===== config.mk =====
export PLATFORM = sky130hd
export DESIGN_NAME = reg4_load_arbiter
export DESIGN_NICKNAME = d
export VERILOG_FILES = /design/src/rtl/reg4_load_arbiter.sv
export SDC_FILE = /design/constraint.sdc
export NUM_CORES = 1
export LEC_CHECK = 0
export ABC_AREA = 1
export CELL_PAD_IN_SITES_DETAIL_PLACEMENT = 1
export CELL_PAD_IN_SITES_GLOBAL_PLACEMENT = 1
export CORE_ASPECT_RATIO = 2
export CORE_MARGIN = 2
export CORE_UTILIZATION = 35
export CTS_CLUSTER_SIZE = 40
export DETAILED_ROUTE_END_ITERATION = 6
export PLACE_DENSITY = 0.92
export SYNTH_ARGS = -nofsm -noshare
export SYNTH_HDL_FRONTEND = slang
export SYNTH_SLANG_ARGS = --single-unit

===== constraint.sdc =====
create_clock -name clk_i -period 4.3 [get_ports clk_i]
set_input_delay 0.86 -clock clk_i [delete_from_list [all_inputs] [get_ports clk_i]]
set_output_delay 0.86 -clock clk_i [all_outputs]
set_load 0.02 [all_outputs]

===== src/rtl/reg4_load_arbiter.sv =====
// Round-robin arbiter that sequences ld/clear/I of one shared parallel-load register
// among N_REQ requesters, with a post-reset clear pulse and explicit clear requests.
module reg4_load_arbiter #(
    parameter int unsigned N_REQ = 4,
    parameter int unsigned W     = 4
) (
    input  logic               clk_i,
    input  logic               clear_n_i,
    input  logic [N_REQ-1:0]   req_i,
    input  logic [N_REQ*W-1:0] data_i,
    input  logic               clr_req_i,
    output logic [N_REQ-1:0]   gnt_o,
    output logic [N_REQ-1:0]   ack_o,
    output logic               clr_ack_o,
    output logic               ld_o,
    output logic [W-1:0]       I_o,
    output logic               clear_o,
    output logic               busy_o
);

    localparam int unsigned PW = (N_REQ > 1) ? $clog2(N_REQ) : 1;

    typedef enum logic [2:0] {
        S_INIT,
        S_IDLE,
        S_LOAD,
        S_ACK,
        S_CLR
    } state_t;

    state_t            state_q;
    logic [PW-1:0]     ptr_q;
    logic [PW-1:0]     win_q;
    logic [N_REQ-1:0]  gnt_q;
    logic [N_REQ-1:0]  ack_q;
    logic              clr_ack_q;
    logic              ld_q;
    logic              clear_q;
    logic [W-1:0]      I_q;

    logic              found_d;
    logic [PW-1:0]     win_d;
    logic [W-1:0]      data_d;
    logic [N_REQ-1:0]  gnt_d;

    // Scan upward from ptr_q+1 with wrap; the first set request wins.
    always_comb begin
        found_d = 1'b0;
        win_d   = '0;
        for (int unsigned i = 1; i <= N_REQ; i++) begin
            if (!found_d && 1'(req_i >> ((32'(ptr_q) + i) % N_REQ))) begin
                found_d = 1'b1;
                win_d   = PW'((32'(ptr_q) + i) % N_REQ);
            end
        end
        data_d = W'(data_i >> (32'(win_d) * W));
        gnt_d  = {{(N_REQ-1){1'b0}}, 1'b1} << win_d;
    end

    always_ff @(posedge clk_i) begin
        if (!clear_n_i) begin
            state_q   <= S_INIT;
            ptr_q     <= PW'(N_REQ - 1);
            win_q     <= '0;
            gnt_q     <= '0;
            ack_q     <= '0;
            clr_ack_q <= 1'b0;
            ld_q      <= 1'b0;
            clear_q   <= 1'b0;
            I_q       <= '0;
        end else begin
            case (state_q)
                // clear_q low marks the reset-held cycles; the first released edge raises it.
                S_INIT: begin
                    if (!clear_q) begin
                        clear_q <= 1'b1;
                    end else begin
                        clear_q <= 1'b0;
                        state_q <= S_IDLE;
                    end
                end
                S_IDLE: begin
                    if (clr_req_i) begin
                        clear_q   <= 1'b1;
                        clr_ack_q <= 1'b1;
                        state_q   <= S_CLR;
                    end else if (found_d) begin
                        gnt_q   <= gnt_d;
                        I_q     <= data_d;
                        ld_q    <= 1'b1;
                        win_q   <= win_d;
                        state_q <= S_LOAD;
                    end
                end
                S_LOAD: begin
                    ld_q    <= 1'b0;
                    ack_q   <= gnt_q;
                    ptr_q   <= win_q;
                    state_q <= S_ACK;
                end
                S_ACK: begin
                    gnt_q   <= '0;
                    ack_q   <= '0;
                    I_q     <= '0;
                    state_q <= S_IDLE;
                end
                S_CLR: begin
                    clear_q   <= 1'b0;
                    clr_ack_q <= 1'b0;
                    state_q   <= S_IDLE;
                end
                default: begin
                    state_q <= S_INIT;
                end
            endcase
        end
    end

    assign gnt_o     = gnt_q;
    assign ack_o     = ack_q;
    assign clr_ack_o = clr_ack_q;
    assign ld_o      = ld_q;
    assign I_o       = I_q;
    assign clear_o   = clear_q;
    assign busy_o    = (state_q != S_IDLE);

endmodule


# [Word level (Yosys, flattened, before mapping)]
# Index checks and enable logic that the tools add are counted.
[word_totals] ff_bits=22 latchBits=0 ram_bits=0 mem_bits_ro=0 inputBits=23 output_inout_bits=16 word_cells=75 mem_count=0
[op_classes] addsub=4 mul=0 n_div=0 order_cmp=0 n_eq_ne=10 shifts=6 muxes=26 n_bitwise=1 reduce_logical=19
[op_table] operator="case mux 4 bit (2 select lines)" n=3
[op_table] operator="two-way mux 4 bit" n=4
[op_table] operator=">> shifter 16 x 4 -> 4 bit" n=1
[op_table] operator=">> shifter 4 x 2 -> 1 bit" n=4
[op_table] operator="case mux 3 bit (4 select lines)" n=1
[op_table] operator="two-way mux 3 bit" n=3
[op_table] operator="AND reduction 3 bit" n=3
[op_table] operator="two-way mux 1 bit" n=8
[op_table] operator="two-way mux 2 bit" n=4
[op_table] operator="!= test 2 bit (second input constant)" n=4
[op_table] operator="nonzero test 2 bit" n=4
[op_table] operator="== test 3 x 2 -> 1 bit (second input constant)" n=2
[op_table] operator="AND reduction 2 bit" n=3
[op_table] operator="adder 2 x 1 -> 2 bit (second input constant)" n=2
[op_table] operator="adder 2 bit (second input constant)" n=2
[op_table] operator="case mux 1 bit (2 select lines)" n=2
[op_table] operator="left shift 1 x 2 -> 4 bit (first input constant)" n=1
[op_table] operator="== test 3 x 1 -> 1 bit (second input constant)" n=1
[op_table] operator="== test 3 bit (second input constant)" n=1
[op_table] operator="logical AND 1 bit" n=3
[op_table] operator="zero test 1 bit" n=3
[op_table] operator="zero test 3 bit" n=1
[op_table] operator="!= test 3 x 1 -> 1 bit (second input constant)" n=1
[op_table] operator="!= test 3 bit (second input constant)" n=1
[op_table] operator="other kinds (4)" n=4

# [Longest topological paths before layout]
[depth] word_depth=16 ltp_mapped=17

# [Worst setup path after synthesis]
# No wires, ideal clock.
[synth_timing] kind="input-to-reg" start="in req_i[3]" end="reg I_q[3], in the netlist I_o[3]" setup_time_ns=0.067 arrival_ns=1.948 required_ns=4.233 path_slack_ns=2.285 stages=12 path_cell_list="nand2_1 > nand2_2 > nand2_1 > nand2_2 > nor2_4 > nand3_2 > buf_6 > nand2_4 > inv_4 > a21oi_4 > nand2_1 > a21oi_2"
[synth_via] elab_chain_len=15 elab_cells_between_ends=24 classes_between="eq/ne (1); shift (5); mux (11); reduce/logical (7)"
[synth_lines] element="start, declared" line="9" rtl="input logic [N_REQ-1:0] req_i,"
[synth_lines] element=">> shifter 4 x 2 -> 1 bit" line="51" rtl="if (!found_d && 1'(req_i >> ((32'(ptr_q) + i) % N_REQ))) begin"
[synth_lines] element="two-way mux 1 bit" line="51"
[synth_lines] element="zero test 1 bit" line="51"
[synth_lines] element="logical AND 1 bit" line="51"
[synth_lines] element="two-way mux 1 bit" line="51"
[synth_lines] element="zero test 1 bit" line="51"
[synth_lines] element="logical AND 1 bit" line="51"
[synth_lines] element="two-way mux 1 bit" line="51"
[synth_lines] element="zero test 1 bit" line="51"
[synth_lines] element="logical AND 1 bit" line="51"
[synth_lines] element="two-way mux 2 bit" line="51"
[synth_lines] element=">> shifter 16 x 4 -> 4 bit" line="56" rtl="data_d = W'(data_i >> (32'(win_d) * W));"
[synth_lines] element="two-way mux 4 bit" line="87" rtl="end else if (found_d) begin"
[synth_lines] element="two-way mux 4 bit" line="83" rtl="if (clr_req_i) begin"
[synth_lines] element="case mux 4 bit (2 select lines)" line="72" rtl="case (state_q)"
[synth_lines] element="end signal, assigned" line="89" rtl="I_q <= data_d;"
[synth_lines] element="end, declared" line="39" rtl="logic [W-1:0] I_q;"
# Parallel ways exist; a longest one is shown, timed or not. The select of a mux whose other input is x is not followed.
# A chain may end at the register's enable or synchronous reset.

# [Final worst setup path]
[layout_timing] start="in req_i[3]" end="reg I_q[1], in the netlist I_o[1]"
# The elaborated chain is that of the path after synthesis.

==> summary.txt <==
STA
  – Final Hold Viols: 0
  – Fmax: 374 MHz
  – Fin crit period: 2.67 ns
  – Slew Limit Headroom: 0.556
  – Period utilization: 0.622
  – Final setup violation count: 0
  – Worst Clk Skew: a little over 0.004 ns
  – Fin worst setup slack: 1.63 ns
  – Slew at the pin closest to its max-slew limit: between 0.6 and 0.7 ns
  – Total Neg Setup Slack: 0 ns
  – Max-slew violation count: 0
  – RSZ-0062 raised after global routing: no

Yosys
  – Synthesized area per cell: between 6 and 7 um2
  – Mapped cell area: about 1300 um2
  – Cells after Synth: slightly below 200
  – Top-area cell type share of the netlist area: 0.334
  – Synth Register Bits: 22
  – Post-synth cell types: 25
  – Sequential-to-total area share from yosys stat: 0.334
  – Syn nets: 219
  – Cell taking the most area after synthesis: dfxtp_1
  – Ys Warns: 0
  – Top post-synthesis cells by area: dfxtp_1 33%, nand2_1 22%, a21oi_1 6.8%

Global routing
  – First-pass GRT wire length: ~6.5 mm
  – Vias in the first global route: 1481
  – GRT overflow: 0
  – All-Layer GR Usage: 0.203
  – Initial antenna violation count: 0
  – Largest net degree at the start of global routing: 22

Finish
  – Layout area overhead: 34.2%
  – Final instance area: 1770 um2
  – Core Util, Final: 0.490
  – Most frequent cells in the layout: 76 x nand2_1, 38 x clkdlybuf4s50_1, 22 x dfxtp_1, 18 x a21oi_1, 13 x nand2_2
  – Final net count: around 260
  – N_diodes: 0
  – Most common cell after layout, fill and taps aside: nand2_1
  – Layout cells sized above 1: 0.147

Floorplanning
  – Core area: 3610 um2
  – Die area: 4300 um2
  – Initial Util: 0.366
  – Die width: 47.4 um
  – Die height: 90.8 um
  – Core Rows: 31
  – Boundary Pins: 39

Clocking
  – CTS root buf: clkbuf_8
  – Setup Buffers After CTS: 0
  – H-tree depth: 1
  – Total CTS buffers: 3
  – CTS clk-pin slew, worst paths: 0.07 ns
  – CTS tree: done
  – Post-cts gate resize count: 0
  – Clock insertion delay at the later pin of the skew report: 0.26 ns
  – Clk buf depth: 2
  – Cts hold-fix bufs: 0
  – CTS sink cnt: 22

Placement
  – Number of port buffers: 38
  – Place WS: 1.35 ns
  – Final HPWL DP: 3.22 mm
  – DP Area: around 1700 um2
  – Placer Congestion: roughly 0.85

Worst setup path
  – Critical Path RT: 4.48 ns
  – Crit end category: flop
  – CP Class: input pin to flop
  – CP arrival: approximately 2.9 ns
  – CP Launch Type: input pin
  – R2R Setup Slk: 1.95 ns
  – FF-to-FF Start: ptr_q[0]
  – Reg2Reg Capture Point: I_o[1]
  – Reg2reg path depth: 14
  – Crit Path Max Fanout: 11

Route
  – Vias per inst: 4.93
  – Antenna Nets Post-Route: 0
  – Detailed-route DRC error count: 0
  – DR vias: 1386
  – Final wirelength: roughly 3.8 mm
  – Initial DRC Count: 8
  – Pre-antenna DRT Iters: 4
  – Routed wire length per instance: about 14 um

Hold path
  – Hold crit path type: flop to flop
  – Hold_sp: ack_o[1]
  – Hold Crit Depth: 2
  – WHS Endpoint: ack_o[1]

Power
  – VDD IR max: 0.000178 V
  – Pwr dens: 454 nW/um2
  – Total chip power: roughly 0.00080 W
  – Cell leakage power: 0.750 nW

Flow run
  – Max-Cap Viols: 0

Status
  – Status: complete, no violations
## cells in the mapped netlist
| master | count |
|---|---|
| clkbuf_1 | 2 |
| a21oi_2 | 2 |
| inv_8 | 1 |
| inv_2 | 4 |
| nor3_1 | 3 |
| a311oi_1 | 1 |
| inv_1 | 10 |
| o21ai_0 | 4 |
| nor2_1 | 8 |
| nand4_1 | 8 |
| buf_2 | 1 |
| a21oi_4 | 1 |
| o21ai_1 | 1 |
| a21oi_1 | 18 |
| nand3_1 | 8 |
| nand2_2 | 13 |
| nor2_4 | 1 |
| inv_4 | 1 |
| a2111oi_0 | 1 |
| buf_6 | 3 |
| nand2_1 | 76 |
| nand3_4 | 1 |
| dfxtp_1 | 22 |
| nand3_2 | 2 |
| nand2_4 | 4 |
## power by group
group / internal [W] / total, W / leakage, nW / switching, W
combinational: 0.000144 / 0.000388 / 0.542 / 0.000244
clock: 0.0000816 / 0.000146 / 0.0288 / 0.0000648
sequential: 0.000236 / 0.000268 / 0.179 / 0.0000321
total: 0.000462 / 0.000803 / 0.750 / 0.000341
## cell type report
cell class	instances	area, um2
Inverter	16	70.1
Multi-Input combinational cell	152	762
Timing Repair Buffer	38	380
Tap cell	49	61.3
Clock buffer	4	55.1
Sequential cell	22	440
Fill cell	491	1840
## state kept, by name, indices dropped and copies added, names as in the netlist
name       count
I_o            4
ack_o          4
clear_o        1
clr_ack_o      1
gnt_o          4
ld_o           1
ptr_q          2
state_q        3
win_q          2
## through the flow
stage	hold slack, ns	cells
2_1_floorplan	0.437	196
3_3_place_gp	0.451	277
3_5_place_dp	0.459	277
4_1_cts	0.470	281
5_1_grt	0.492	281
6_report	0.467	281
## worst max path at each step
| stage | slack (ns) | to | from | cells past startpoint |
|---|---|---|---|---|
| final | 1.63 | I_o[1] | req_i[3] | 14 |
| after global routing | 1.42 | I_o[1] | req_i[1] | 14 |
| after CTS | 1.62 | I_o[1] | req_i[3] | 14 |
| after detailed placement | 1.35 | I_o[1] | req_i[3] | 14 |
| after global placement | 1.44 | I_o[1] | req_i[2] | 14 |
| after floorplan | 2.28 | I_o[3] | req_i[3] | 12 |
## routing by layer
layer / track usage / up-vias / wire [um]
li1: - / 701 / -
met1: 0.198 / 647 / 1260
met2: 0.383 / 30 / 2380
met3: 0.0160 / 8 / 67
met4: 0.0880 / 0 / 108
met5: 0 / - / 0
## kinds of logic after synthesis
group,share of synthesized area
AND/OR/NAND/NOR,0.452
buffers and inverters,0.0882
flip-flops,0.334
AO/OA/AOI/OAI,0.126
## worst max-delay path, stage by stage
cell and delay (ns):
clkdlybuf4s50_1 0.43, nand2_1 0.12, nand2_2 0.08, nand2_1 0.10, nand2_2 0.08, nor2_4 0.13, nand3_2 0.23, nand3_2 0.29
nand2_1 0.08, nand2_1 0.08, nand2_1 0.05, nand2_1 0.08, nand2_1 0.06, a21oi_1 0.15
(Power assumes the default switching activity.)
